**src/rtl/apb_sram_arbiter.sv**
```systemverilog
// apb_sram_arbiter
// Shares the single-ported sram APB slave between two requesters:
// m0 (instruction fetch) and m1 (load/store). Each requester issues a
// request/ack transaction. The winner's command is registered and played
// out to the slave as an APB SETUP/ACCESS pair. Arbitration is round-robin.
// An ACCESS phase that the slave never completes is aborted after TIMEOUT
// cycles and returned to the requester as an error.
//
// Ports
//   pclk, presetn            clock; synchronous active-low reset
//   m0_req/we/addr/wdata/strb  requester 0 command (req held until ack)
//   m0_ack, m0_err           one-cycle completion pulse and error flag
//   m1_*                     same set of signals for requester 1
//   m_rdata                  shared read data, held until the next ack
//   s_psel/penable/pwrite    APB control to the slave
//   s_paddr/pdata/pstb       APB address, write data and byte strobes
//   s_prdata/pready/perr     APB response from the slave
module apb_sram_arbiter #(
  parameter int ADDR_WIDTH = 32,
  parameter int DATA_WIDTH = 32,
  parameter int TIMEOUT    = 255
) (
  input  logic                    pclk,
  input  logic                    presetn,
  input  logic                    m0_req,
  input  logic                    m0_we,
  input  logic [ADDR_WIDTH-1:0]   m0_addr,
  input  logic [DATA_WIDTH-1:0]   m0_wdata,
  input  logic [DATA_WIDTH/8-1:0] m0_strb,
  output logic                    m0_ack,
  output logic                    m0_err,
  input  logic                    m1_req,
  input  logic                    m1_we,
  input  logic [ADDR_WIDTH-1:0]   m1_addr,
  input  logic [DATA_WIDTH-1:0]   m1_wdata,
  input  logic [DATA_WIDTH/8-1:0] m1_strb,
  output logic                    m1_ack,
  output logic                    m1_err,
  output logic [DATA_WIDTH-1:0]   m_rdata,
  output logic                    s_psel,
  output logic                    s_penable,
  output logic                    s_pwrite,
  output logic [ADDR_WIDTH-1:0]   s_paddr,
  output logic [DATA_WIDTH-1:0]   s_pdata,
  output logic [DATA_WIDTH/8-1:0] s_pstb,
  input  logic [DATA_WIDTH-1:0]   s_prdata,
  input  logic                    s_pready,
  input  logic                    s_perr
);

  // A zero TIMEOUT still needs a legal one-bit counter; its value is unused then.
  localparam int CNT_WIDTH = (TIMEOUT > 0) ? $clog2(TIMEOUT + 1) : 1;
  localparam logic [CNT_WIDTH-1:0] CNT_LAST = CNT_WIDTH'(TIMEOUT - 1);

  typedef enum logic [1:0] {IDLE, SETUP, ACCESS, DONE} state_t;

  state_t               state;
  state_t               state_next;
  logic                 grant;
  logic                 last_grant;
  logic                 err_q;
  logic [CNT_WIDTH-1:0] cnt;
  logic                 start;
  logic                 win;
  logic                 timeout_hit;

  // cnt holds the number of ACCESS cycles already completed. The current
  // cycle is therefore the TIMEOUT-th one when cnt equals TIMEOUT-1.
  assign timeout_hit = (TIMEOUT != 0) && (cnt == CNT_LAST);

  // State register. The rest of the datapath lives in its own block below.
  always_ff @(posedge pclk) begin
    if (!presetn) begin
      state <= IDLE;
    end else begin
      state <= state_next;
    end
  end

  // Next-state and arbitration decode. When both requesters ask, the grant
  // goes to the one that was not served last. This gives strict alternation
  // under contention.
  always_comb begin
    state_next = state;
    start      = 1'b0;
    win        = 1'b0;
    case (state)
      IDLE: begin
        if (m0_req && m1_req) begin
          start = 1'b1;
          win   = ~last_grant;
        end else if (m0_req || m1_req) begin
          start = 1'b1;
          win   = m1_req;
        end
        if (start) begin
          state_next = SETUP;
        end
      end
      SETUP:   state_next = ACCESS;
      ACCESS: begin
        if (s_pready || timeout_hit) begin
          state_next = DONE;
        end
      end
      DONE:    state_next = IDLE;
      default: state_next = IDLE;
    endcase
  end

  // Command capture, wait counter and response capture. The slave-side
  // command comes only from these registers, so a requester's inputs never
  // reach the slave combinationally. A slave response takes priority over
  // an abort that lands on the same cycle.
  always_ff @(posedge pclk) begin
    if (!presetn) begin
      grant      <= 1'b0;
      last_grant <= 1'b1;
      err_q      <= 1'b0;
      cnt        <= '0;
      m_rdata    <= '0;
      s_pwrite   <= 1'b0;
      s_paddr    <= '0;
      s_pdata    <= '0;
      s_pstb     <= '0;
    end else begin
      case (state)
        IDLE: begin
          if (start) begin
            grant      <= win;
            last_grant <= win;
            cnt        <= '0;
            s_pwrite   <= win ? m1_we    : m0_we;
            s_paddr    <= win ? m1_addr  : m0_addr;
            s_pdata    <= win ? m1_wdata : m0_wdata;
            s_pstb     <= win ? m1_strb  : m0_strb;
          end
        end
        ACCESS: begin
          cnt <= cnt + CNT_WIDTH'(1);
          if (s_pready) begin
            m_rdata <= s_prdata;
            err_q   <= s_perr;
          end else if (timeout_hit) begin
            m_rdata <= '0;
            err_q   <= 1'b1;
          end
        end
        default: begin
        end
      endcase
    end
  end

  // APB strobes and requester acks are decoded from the registered state only.
  always_comb begin
    s_psel    = (state == SETUP) || (state == ACCESS);
    s_penable = (state == ACCESS);
    m0_ack    = (state == DONE) && !grant;
    m1_ack    = (state == DONE) && grant;
    m0_err    = (state == DONE) && !grant && err_q;
    m1_err    = (state == DONE) && grant && err_q;
  end

endmodule

```
**config.mk**
```make
export PLATFORM = sky130hd
export DESIGN_NAME = apb_sram_arbiter
export DESIGN_NICKNAME = d
export VERILOG_FILES = /design/src/rtl/apb_sram_arbiter.sv
export SDC_FILE = /design/constraint.sdc
export NUM_CORES = 1
export LEC_CHECK = 0
export ABC_AREA = 1
export CAP_MARGIN = 20
export CORE_MARGIN = 2
export CORE_UTILIZATION = 30
export CTS_BUF_LIST = sky130_fd_sc_hd__clkbuf_2
export DETAILED_ROUTE_END_ITERATION = 6
export GPL_TIMING_DRIVEN = 0
export PLACE_DENSITY = 0.66
export SYNTH_ARGS = -nofsm -noshare
export SYNTH_HDL_FRONTEND = slang
export SYNTH_SLANG_ARGS = --single-unit
```
**constraint.sdc**
```tcl
create_clock -name pclk -period 1.8 [get_ports pclk]
set_input_delay 0.36 -clock pclk [delete_from_list [all_inputs] [get_ports pclk]]
set_output_delay 0.36 -clock pclk [all_outputs]
set_load 0.01 [all_outputs]
```
==> flow_metrics.env <==
export IMPL_power_leakage_nw=3.268
export IMPL_cts_path_max_buffers=2
export IMPL_critical_path_buf_inv_count=3
export IMPL_num_rows=44
export IMPL_overflow=0
export IMPL_seqPwrFrac_pct=35.4
export IMPL_p_sw_share_pct=36.73
export IMPL_critical_path_top_delay_family="flip-flops"
export IMPL_crit_top_cell="buf_6"
export IMPL_start_kind="register"
export IMPL_fmax_ghz=0.5137
export IMPL_p_int_mw=6.445
export IMPL_power_frac_comb_pct=41.4
export IMPL_placed_area_sq_um=7599
export IMPL_slew_headroom_pct=65.49
export IMPL_finClkSkew_ns=0.04262
export IMPL_slowest_delay_ns=0.41
export IMPL_final_area_sq_um=7888
export IMPL_grt_max_degree=17
export IMPL_worst_slew_pin_slew_ns=0.5176
export IMPL_pin_count=283
export IMPL_syn_num_nets=747
export IMPL_synth_seq_cells=114
export IMPL_crit_path_max_fanout=3
export IMPL_fillers=1464
export IMPL_nets=1051
export IMPL_route_detailed_drc=0
export IMPL_path_cells="buf_6, inv_4, ha_4, buf_6"
export IMPL_cts_tree="yes"
export IMPL_peakVddDrop_mv=0.7537
export IMPL_finalHoldViolations=0
export IMPL_violations="setup timing"
export IMPL_path_class="register to output port"
export IMPL_die_h_microns=127.1
export IMPL_slew_violations=0
export IMPL_ant_nets=0
export IMPL_outcome="finished, violations left"
export IMPL_yosysSeqAreaShare_pct=50.21
export IMPL_setup_viol=6
export IMPL_antenna_found_initial=1
export IMPL_num_vias=5149
export IMPL_dp_hpwl_mm=13.15
export IMPL_power_mw=10.19
export IMPL_cts_hold_buf=0
export IMPL_worst_setup_path_end_kind="output port"
export IMPL_insertion_delay_ns=0.70
export IMPL_synthesis_area_sq_um=4546
export IMPL_io_buffers=282
export IMPL_place_gp_congestion=0.8225
export IMPL_layout_drive_gt1_share_pct=16.44
export IMPL_rsz0062_at_grt="yes"
export IMPL_grt_usage_pct=21.25
export IMPL_syn_avg_cell_area_sq_um=8.045
export IMPL_required_ns=1.44
export IMPL_dr_pass1_iters=5
export IMPL_final_cell_mix="175 x clkdlybuf4s50_1, 108 x a21oi_1, 93 x nand2_1"
export IMPL_finalCritPeriodShare_pct=108.1
export IMPL_clkPwrFrac_pct=23.2
export IMPL_start_util_pct=31.04
export IMPL_hold_path_class="input port to register"
export IMPL_core_area_sq_um=14640
export IMPL_wl_per_cell_microns=16.32
export IMPL_synthDistinctLibCells=25
export IMPL_drtIter0Drc=217
export IMPL_die_area_sq_um=16150
export IMPL_grt_pass1_vias=4910
export IMPL_cts_clk_slew_worst_paths_ns=0.18
export IMPL_synth_cells=565
export IMPL_final_common_cell="clkdlybuf4s50_1"
export IMPL_power_switching_mw=3.742
export IMPL_cpMaxStageDelayCell="dfxtp_4"
export IMPL_area_growth_pct=73.52
export IMPL_cts_buffers=17
export IMPL_worstHoldStart="s_prdata[16]"
export IMPL_grt_pass1_wl_mm=26.75
export IMPL_power_density_nw_per_um2=1292
export IMPL_yosysWarnings=0
export IMPL_preCtsSetupSlack_ns=-0.2398
export IMPL_routed_wl_mm=17.41
export IMPL_worst_slack_ns=-0.1465
export IMPL_die_x_microns=127.1
export IMPL_crit_start="state[1]$_SDFFE_PN0P_"
export IMPL_maxCapViolations=0
export IMPL_clock_sinks=114
export IMPL_fin_crit_ns=1.947
export IMPL_setup_tns_ns=-0.4764
export IMPL_ctsHtreeMaxLevel=4
export IMPL_vias_per_cell=4.826
export IMPL_cts_root_buf="clkbuf_2"
export IMPL_arrival_ns=1.59
export IMPL_r2r_start="state[1]$_SDFFE_PN0P_"
[layout make-up]
type	count	area (sq um)	area share, %
multi-input cells	382	1981	25.11
diodes	1	2.502	0.03173
clock buffers	17	85.08	1.079
repair buffers	285	2671	33.87
clock inverters	15	261.5	3.315
plain buffers	47	250.2	3.173
flip-flops and latches	114	2321	29.43
well taps	184	230.2	2.919
inverters	22	85.08	1.079
[worst reg2reg max path, stage by stage (launching register included)]
cell and delay (ns):
dfxtp_4 0.41, buf_6 0.11, ha_4 0.12, clkbuf_2 0.20
nand2_1 0.07, nand2_1 0.21, nand2_1 0.13, nor2_1 0.14
nand2_1 0.06, nand2_1 0.06, nor2_1 0.03
[state kept, by name, summed over array words and instances, names as in the netlist]
register,flops
s_pstb,4
s_paddr,32
state,2
s_pdata,32
err_q,1
grant,1
m_rdata,32
cnt,8
last_grant,1
s_pwrite,1
[through the flow]
stage | util [%] | hold WS (ns) | std cells
2_1_floorplan | - | 0.4417 | 565
4_1_cts | 53.70 | 0.1439 | 1065
3_5_place_dp | 51.89 | 0.4538 | 1031
6_report | 53.86 | 0.2125 | 1067
3_3_place_gp | 51.89 | 0.4462 | 1031
5_1_grt | 53.86 | 0.1194 | 1067
[cell usage after synthesis]
cell        n  share of area [%]
nand2_2     2               0.28
nor2_1     17                1.4
dfxtp_1   114                 50
a211oi_1    1               0.17
o21ai_2     1               0.19
nand3_1     4               0.44
inv_1      19                1.6
a21oi_1   108                 12
xor2_1      1               0.19
buf_2      28                3.1
o21ai_0    61                6.7
buf_6       3               0.74
nand2_1    94                7.8
buf_4       4               0.66
clkbuf_1   11               0.91
nor3_1      1               0.11
clkbuf_2    1               0.11
nand4_1     3               0.41
ha_1        6                1.7
nor2_4      1               0.25
o21ai_1    12                1.3
a21oi_2     1               0.19
o22ai_1    69                9.5
clkinv_1    1              0.082
inv_2       2               0.17
[kinds of logic after synthesis]
group / share of synthesized area [%]
flip-flops: 50.21
AO/OA/AOI/OAI: 29.98
AND/OR/NAND/NOR: 10.65
buffers and inverters: 7.322
XOR/XNOR: 0.1927
adder cells (fa/ha/maj): 1.651
[per-layer routing]
layer  share of wire, %  up-vias  GRT usage (%)
met4                2.8        0          8.145
met5                  0        -              0
met2                 48      164          34.85
li1                   -     2605              -
met1                 44     2346          26.61
met3                5.5       34          6.030
[path summary, 6_finish.rpt]
check,end,slack [ns],depth (start not counted)
worst min register to register,m_rdata[25]$_SDFFE_PN0P_,0.47,2
worst min-delay path,m_rdata[16]$_SDFFE_PN0P_,0.21,3
worst max-delay path,s_psel,-0.15,4
worst max register to register,cnt[5]$_SDFFE_PN0P_,0.15,10
[power by group through the flow]
stage / Clock (mW) / Sequential, mW / Combinational, mW
final: 2.36 / 3.61 / 4.22
after global routing: 2.54 / 3.69 / 4.64
after CTS: 2.41 / 3.54 / 4.22
after detailed placement: 0 / 3.61 / 4.53
after global placement: 0 / 3.59 / 4.53
after floorplan: 0 / 3.91 / 1.81
[timing repair]
| action | 4_1_cts | 5_1_grt |
|---|---|---|
| pin swaps | 0 | 3 |
| buffers inserted | 2 | 1 |
| gates resized for setup | 144 | 101 |
| endpoints found under the setup margin | 107 | 68 |
Note: power is estimated with default switching activity, not from simulation.
